### config.mk
export PLATFORM = sky130hd
export DESIGN_NAME = por_reset_sequencer
export DESIGN_NICKNAME = d
export VERILOG_FILES = /design/src/rtl/por_reset_sequencer.sv
export SDC_FILE = /design/constraint.sdc
export NUM_CORES = 1
export LEC_CHECK = 0
export ABC_AREA = 1
export CORE_ASPECT_RATIO = 1.1
export CORE_MARGIN = 4
export CORE_UTILIZATION = 40
export CTS_CLUSTER_SIZE = 20
export DETAILED_ROUTE_END_ITERATION = 16
export PLACE_DENSITY = 0.54
export SLEW_MARGIN = 5
export SYNTH_ARGS = -nofsm -noshare
export SYNTH_HDL_FRONTEND = slang
export SYNTH_SLANG_ARGS = --single-unit
### constraint.sdc
create_clock -name clk -period 2.7 [get_ports clk]
set_clock_uncertainty 0.15 [all_clocks]
set_input_delay 0.54 -clock clk [delete_from_list [all_inputs] [get_ports clk]]
set_output_delay 0.54 -clock clk [all_outputs]
set_load 0.02 [all_outputs]
### src/rtl/por_reset_sequencer.sv
// Power-on reset sequencer: synchronises and debounces supply_ok_async,
// releases NUM_CHAN domain resets in order with a fixed gap between them,
// then raises porb. A brown-out or a software request trips every reset at once.
//
// state   | meaning
// HOLD    | supply not yet qualified; all resets asserted, on-filter counting
// RELEASE | channels being released one per STAGE_CYCLES; brown-out armed
// RUN     | all channels released, porb=1; brown-out armed
module por_reset_sequencer #(
    parameter int NUM_CHAN     = 4,
    parameter int CNT_W        = 16,
    parameter int ON_CYCLES    = 500,
    parameter int OFF_CYCLES   = 4,
    parameter int STAGE_CYCLES = 16,
    parameter int SYNC_STAGES  = 2
) (
    input  logic                clk,
    input  logic                resetn,
    input  logic                supply_ok_async,
    input  logic                sw_rst_req,
    output logic [NUM_CHAN-1:0] rst_n_out,
    output logic                porb,
    output logic                por,
    output logic                brownout_evt,
    output logic [1:0]          state_o
);

    localparam int IDX_W = $clog2(NUM_CHAN + 1);
    localparam logic [CNT_W-1:0] ON_LAST    = CNT_W'(ON_CYCLES - 1);
    localparam logic [CNT_W-1:0] OFF_LAST   = CNT_W'(OFF_CYCLES - 1);
    localparam logic [CNT_W-1:0] STAGE_LAST = CNT_W'(STAGE_CYCLES - 1);
    localparam logic [IDX_W-1:0] IDX_END    = IDX_W'(NUM_CHAN);

    typedef enum logic [1:0] {
        ST_HOLD    = 2'd0,
        ST_RELEASE = 2'd1,
        ST_RUN     = 2'd2
    } state_t;

    logic [SYNC_STAGES-1:0] sync_ff;
    logic                   sync;

    state_t                 state_q, state_nx;
    logic [CNT_W-1:0]       cnt_q, cnt_nx;
    logic [CNT_W-1:0]       off_q, off_nx;
    logic [IDX_W-1:0]       idx_q, idx_nx;
    logic [NUM_CHAN-1:0]    rst_q, rst_nx;
    logic                   porb_q, porb_nx;
    logic                   por_q;
    logic                   bo_q, bo_nx;
    logic                   bo_trip;

    assign sync = sync_ff[SYNC_STAGES-1];

    // Metastability chain on the raw supply-good level
    always_ff @(posedge clk) begin
        if (!resetn) begin
            sync_ff <= '0;
        end else begin
            sync_ff <= {sync_ff[SYNC_STAGES-2:0], supply_ok_async};
        end
    end

    // State, counters and all outputs are registered here
    always_ff @(posedge clk) begin
        if (!resetn) begin
            state_q <= ST_HOLD;
            cnt_q   <= '0;
            off_q   <= '0;
            idx_q   <= '0;
            rst_q   <= '0;
            porb_q  <= 1'b0;
            por_q   <= 1'b1;
            bo_q    <= 1'b0;
        end else begin
            state_q <= state_nx;
            cnt_q   <= cnt_nx;
            off_q   <= off_nx;
            idx_q   <= idx_nx;
            rst_q   <= rst_nx;
            porb_q  <= porb_nx;
            por_q   <= ~porb_nx;
            bo_q    <= bo_nx;
        end
    end

    // Next-state: on-filter in HOLD, staged release, trip handling
    always_comb begin
        state_nx = state_q;
        cnt_nx   = cnt_q;
        off_nx   = off_q;
        idx_nx   = idx_q;
        rst_nx   = rst_q;
        porb_nx  = porb_q;
        bo_nx    = 1'b0;
        bo_trip  = 1'b0;

        case (state_q)
            ST_HOLD: begin
                rst_nx  = '0;
                porb_nx = 1'b0;
                off_nx  = '0;
                idx_nx  = '0;
                // Any low sample or a software request restarts the whole window
                if (sw_rst_req || !sync) begin
                    cnt_nx = '0;
                end else if (cnt_q == ON_LAST) begin
                    state_nx  = ST_RELEASE;
                    rst_nx[0] = 1'b1;
                    idx_nx    = IDX_W'(1);
                    cnt_nx    = '0;
                end else begin
                    cnt_nx = cnt_q + 1'b1;
                end
            end

            ST_RELEASE, ST_RUN: begin
                off_nx  = sync ? '0 : off_q + 1'b1;
                bo_trip = !sync && (off_q == OFF_LAST);
                // Brown-out wins the event flag even when software asks too
                if (bo_trip || sw_rst_req) begin
                    state_nx = ST_HOLD;
                    cnt_nx   = '0;
                    off_nx   = '0;
                    idx_nx   = '0;
                    rst_nx   = '0;
                    porb_nx  = 1'b0;
                    bo_nx    = bo_trip;
                end else if (state_q == ST_RELEASE) begin
                    if (cnt_q == STAGE_LAST) begin
                        cnt_nx = '0;
                        if (idx_q < IDX_END) begin
                            for (int i = 0; i < NUM_CHAN; i++) begin
                                if (idx_q == IDX_W'(i)) rst_nx[i] = 1'b1;
                            end
                            idx_nx = idx_q + 1'b1;
                        end else begin
                            state_nx = ST_RUN;
                            porb_nx  = 1'b1;
                        end
                    end else begin
                        cnt_nx = cnt_q + 1'b1;
                    end
                end
            end

            default: begin
                state_nx = ST_HOLD;
                cnt_nx   = '0;
                off_nx   = '0;
                idx_nx   = '0;
                rst_nx   = '0;
                porb_nx  = 1'b0;
            end
        endcase
    end

    assign rst_n_out    = rst_q;
    assign porb         = porb_q;
    assign por          = por_q;
    assign brownout_evt = bo_q;
    assign state_o      = state_q;

endmodule

==> out/metrics.yaml, run 1 <==
outcome: "finished, final reports clean"
leakage_nw: 1.22
ys_ff_latch: 46
critPathCaptureType: "output port"
r2r_start: "off_q[0]$_SDFF_PP0_"
num_rows: 30
synth.cell_area_mm2: 0.00257
synth-simple-area-share_pct: 42.9
nFillCells: 659
avgViaCountPerCell: 4.66
critPathBufInv: 1
drtPass1Iterations: 6
postSynthAreaPerCell_um2: 6.76
synth_warnings: 0
antennaDiodeCount: 0
grt_pass1_wl_um: 9300
routed_wirelength_um: 5200
worst_slew_pin_slew_ns: 0.506
ir_drop_mv: 0.384
required_ns: 2.01
whs_ns: 0.281
clk_pin_slew_ns: 0.09
cp_top_family: "buffers and inverters"
synth_compound_area_share_pct: 3.79
synth_nets: 395
htree_levels: 2
fp.dieArea_mm2: 0.00778
cp.depth: 1
drt_iter0_drc: 114
grt_setup_unrepaired: "false"
postCtsSetupBuffers: 0
r2r_slack_ns: 0.68
slowest_stage: "clkdlybuf4s50_1"
grt_pass1_vias: 2090
critPathLaunchType: "flop"
dp_hpwl_um: 3920
p_per_area_mw_per_mm2: 639
path_class: "flop to output port"
synth_xor_area_share_pct: 1.36
grt-ovfl-total: 0
dieWidth_um: 84.5
cts_buffers: 5
synth_adder_area_share_pct: 4.86
ios: 13
start_util_pct: 41.6
ant_nets: 0
r2r_end: "cnt_q[9]$_SDFFE_PN0P_"
worstPathCellList: "clkdlybuf4s50_1"
root_buffer: "clkbuf_8"
drive_gt1_share_pct: 8.79
startpoint: "state_o[0]$_SDFFE_PN0P_"
muxShareOfSynthArea_pct: 0
place_ws_ns: 0.531
timing.fmax_mhz: 481
slew_viol_final: 0
tns_ns: 0
synth_top_family_by_area: "simple AND/OR/NAND/NOR gates"
hold_violations: 0
ys_seq_area_share_pct: 35.8
total_power_mw: 1.83
final_common_cell: "nand2_1"
clkSinkCount: 46
hold_class: "flop to flop"
wl_per_cell_um: 10.9
final_cell_mix: "nand2_1 (97), inv_1 (61), nor2_1 (55), dfxtp_1 (46), nand3_1 (36)"
clk_path_buf_depth: 2
antenna_found_initial: 0
fp.dieH_um: 92.1
maxCapViolCount: 0
cts_resized: 0
cp_slowest_stage_delay_ns: 0.66
nets: 411
clk_latency_ns: 0.30
finalSetupViolations: 0
synthCells: 381
hold_buffers: 0
port_buffers: 12
period_needed_ns: 2.08
grt_usage_pct: 14.4
min_period_over_period_pct: 77.0
reg2reg_depth: 12
slew_headroom_pct: 66.0
yosysUniqueCellTypes: 30
core_mm2: 0.00619
vias: 2229
finalWeightedCongestion: 0.788
grt_max_degree: 19
arrival_ns: 1.39
syn_to_final_growth_pct: 11.6
cp-endpoint: "state_o[0]"
setup_ws_ns: 0.622
cts_tree: "built"
critPathMaxFanout: 5
drc: 0
==> per-layer routing <==
metal | up-vias | wire (µm) | global-route usage, %
li1 | 1217 | - | -
met4 | 0 | 78 | 5.15
met5 | - | 0 | 0
met1 | 981 | 2560 | 18.4
met3 | 7 | 166 | 3.59
met2 | 24 | 2390 | 23.5
==> through the flow <==
stage | utilization, % | cells | cell area, µm²
global route | 46.4 | 478 | 2870
CTS | 46.4 | 478 | 2870
floorplan | - | 381 | 2570
global placement | 44.5 | 470 | 2760
finish | 46.4 | 478 | 2870
detailed placement | 44.5 | 470 | 2760
==> cell usage after synthesis (all sizes together) <==
cell type,count,share of area [%]
xnor2,1,0.34
or2,5,1.2
nand2,102,16
ha,10,4.9
nand3b,2,0.58
o21ai,3,0.58
nor3b,1,0.29
nor2,62,9.9
dfxtp,46,36
a21oi,15,3.2
nor3,10,2.1
nand4,12,2.9
nand3,39,9.0
buf,6,2.2
inv,62,9.0
nor4,2,1.1
xor2,3,1.0
==> cells by family after synthesis <==
kind of cell | count (synthesis)
flip-flops | 46
buffers and inverters | 68
AND/OR/NAND/NOR | 235
XOR/XNOR | 4
AO/OA/AOI/OAI | 18
adder cells (fa/ha/maj) | 10
==> state kept, by name, summed over array words and instances (netlist names) <==
register	flops
brownout_evt	1
cnt_q	16
idx_q	3
off_q	16
por	1
porb	1
rst_n_out	4
state_o	2
sync_ff	2
==> how the worst min path moves through the flow <==
stage | start | endpoint | slack [ns] | cells past startpoint
final | sync_ff[0]$_SDFF_PN0_ | sync_ff[1]$_SDFF_PN0_ | 0.28 | 2
after global routing | sync_ff[0]$_SDFF_PN0_ | sync_ff[1]$_SDFF_PN0_ | 0.32 | 2
after CTS | sync_ff[0]$_SDFF_PN0_ | sync_ff[1]$_SDFF_PN0_ | 0.27 | 2
after detailed placement | sync_ff[0]$_SDFF_PN0_ | sync_ff[1]$_SDFF_PN0_ | 0.26 | 2
after global placement | sync_ff[0]$_SDFF_PN0_ | sync_ff[1]$_SDFF_PN0_ | 0.27 | 2
after floorplan | sync_ff[0]$_SDFF_PN0_ | sync_ff[1]$_SDFF_PN0_ | 0.24 | 2
==> report_power, final <==
group          total [mW]  switching (mW)  internal, mW
Combinational       0.559           0.362         0.197
Clock               0.527           0.250         0.278
Sequential          0.748          0.0314         0.716
Total                1.83           0.643          1.19
==> cell type report <==
type | instances | area, µm² | area share (%)
inverters | 62 | 233 | 8.10
flip-flops and latches | 46 | 921 | 32.1
well taps | 80 | 100 | 3.49
repair buffers | 15 | 143 | 4.97
clock inverters | 3 | 43.8 | 1.53
multi-input cells | 267 | 1360 | 47.5
clock buffers | 5 | 68.8 | 2.40
(Power assumes the default switching activity.)
==> run 2: changes to the inputs <==
- clock period: 2.7 -> 2.13 ns (I/O delays scaled with it)
==> out/metrics.yaml, run 2 (same netlist as run 1, synthesis figures left out) <==
outcome: "finished, final reports clean"
dp.cells: 470  # unchanged
finalWeightedCongestion: 0.814  # +3.2%
p_sw_share_pct: 34.4  # -0.63 points
dp_hpwl_um: 3950  # +0.99%
path_class: "flop to output port"
drt_iter0_drc: 106  # -7.0%
tns_ns: 0  # unchanged
finalNonFillerCells: 478  # unchanged
syn_to_final_growth_pct: 12.2
p_per_area_mw_per_mm2: 809  # +27%
final_cell_mix: "nand2_1 (97), inv_1 (61), nor2_1 (55), dfxtp_1 (46), nand3_1 (36)"
clk_pin_slew_ns: 0.09  # about the same
core_mm2: 0.00619  # unchanged
hold_class: "flop to flop"
avgViaCountPerCell: 4.72  # +1.1%
critPathBufInv: 1  # unchanged
min_period_over_period_pct: 90.3
grt-ovfl-total: 0  # unchanged
grt_usage_pct: 14.0  # -0.41 points
place_area_mm2: 0.00277  # +0.45%
htree_levels: 2  # unchanged
drtPass1Iterations: 4  # -2
slew_viol_final: 0  # unchanged
worstPathCellList: "clkdlybuf4s50_1"
ant_nets: 0  # unchanged
num_rows: 30  # unchanged
vias: 2254  # +1.1%
drive_gt1_share_pct: 8.54  # -0.25 points
critPathMaxFanout: 5  # unchanged
clkSinkCount: 46  # unchanged
critPathCaptureType: "output port"
final_common_cell: "nand2_1"
grt_pass1_wl_um: 9110  # -2.0%
antenna_found_initial: 0  # unchanged
arrival_ns: 1.35  # -0.04 ns
antennaDiodeCount: 0  # unchanged
timing.fmax_mhz: 520
ir_drop_mv: 0.576  # +50%
drc: 0  # unchanged
slowest_stage: "clkdlybuf4s50_1"
cts_tree: "built"
clkPwrFrac_pct: 27.7  # -1.1 points
root_buffer: "clkbuf_8"
p_switching_mw: 0.804  # +25%
ios: 13  # unchanged
start_util_pct: 41.6  # unchanged
wl_per_cell_um: 10.8  # -0.71%
port_buffers: 12  # unchanged
finalSetupViolations: 0  # unchanged
nets: 411  # unchanged
grt_max_degree: 32  # +13
final_cell_area_mm2: 0.00289  # +0.52%
p_int_mw: 1.53  # +29%
cp_top_family: "buffers and inverters"
hold_buffers: 0  # unchanged
hold_violations: 0  # unchanged
routed_wirelength_um: 5160  # -0.71%
critPathLaunchType: "flop"
fp.dieH_um: 92.1  # unchanged
clk_path_buf_depth: 2  # unchanged
maxCapViolCount: 0  # unchanged
combPwrFrac_pct: 31.7  # +1.2 points
cts_buffers: 5  # unchanged
grt_pass1_vias: 2056  # -1.6%
dieWidth_um: 84.5  # unchanged
required_ns: 1.55  # -0.46 ns
seqPwrFrac_pct: 40.6  # -0.2 points
leakage_nw: 1.22  # about the same
cp_slowest_stage_delay_ns: 0.64  # -0.02 ns
fp.dieArea_mm2: 0.00778  # unchanged
period_needed_ns: 1.92
worst_slew_pin_slew_ns: 0.462  # -0.0432 ns
slew_headroom_pct: 68.9  # +2.9 points
grt_setup_unrepaired: "false"
postCtsSetupBuffers: 0  # unchanged
clk_latency_ns: 0.30  # about the same
## run 2: cell count changes in the layout (fill, tap and decap cells not counted)
cell	previous run	this run
clkinvlp_4	0	1
clkbuf_1	0	1
nor2_2	6	5
buf_4	3	2
buf_12	0	1
inv_6	1	0
clkinv_2	1	0
nor2_4	1	2
## run 2: path summary, 6_finish.rpt
kind,end,start,cells after the start,slack (ns)
max,state_o[0],state_o[0]$_SDFFE_PN0P_,1,0.21
min reg2reg,rst_n_out[1]$_SDFFE_PN0P_,rst_n_out[1]$_SDFFE_PN0P_,2,0.30
min,rst_n_out[1]$_SDFFE_PN0P_,rst_n_out[1]$_SDFFE_PN0P_,2,0.30
max reg2reg,cnt_q[11]$_SDFFE_PN0P_,off_q[0]$_SDFF_PP0_,12,0.27
## run 2: repair_timing
| action | in CTS | in global routing |
|---|---|---|
| setup endpoints to repair | 0 | 2 |
| hold endpoints to repair | 0 | 0 |
| resized for setup | 0 | 1 |
## run 2: per-stage QoR
| step | util [%] | setup slack [ns] | hold WS (ns) | total power [mW] |
|---|---|---|---|---|
| floorplan | - | 0.161 | 0.240 | 1.54 |
| global placement | 44.7 | 0.0972 | 0.284 | 1.71 |
| detailed placement | 44.7 | 0.0599 | 0.288 | 1.71 |
| CTS | 46.5 | 0.169 | 0.305 | 2.37 |
| global route | 46.6 | 0.0696 | 0.333 | 2.50 |
| finish | 46.6 | 0.207 | 0.302 | 2.34 |
## run 2: worst reg2reg max path, delay by kind of cell (launching register included)
family                   cells  cell delay (ns)
adder cells (fa/ha/maj)      1             0.20
buffers and inverters        2             0.23
flip-flops                   1             0.37
AND/OR/NAND/NOR              9             0.87
## run 2: cell type report
class / count / area, µm²
clock inverter: 2 / 37.5
multi-input combinational: 267 / 1370
inverter: 62 / 233
timing repair buffer: 15 / 155
tap: 80 / 100
sequential: 46 / 921
clock buffer: 6 / 72.6
fill: 661 / 3310
## run 2: per-layer routing
layer / wire (µm) / track usage (%)
met2: 2400 / 23.0
met4: 66 / 4.35
met1: 2550 / 18.2
met5: 0 / 0
met3: 148 / 3.05
## run 2: power by group through the flow
stage | Sequential (mW) | Combinational [mW] | Clock [mW]
floorplan | 0.993 | 0.549 | 0
global placement | 0.970 | 0.738 | 0
detailed placement | 0.969 | 0.736 | 0
CTS | 0.949 | 0.740 | 0.677
global route | 0.957 | 0.834 | 0.706
finish | 0.948 | 0.740 | 0.648
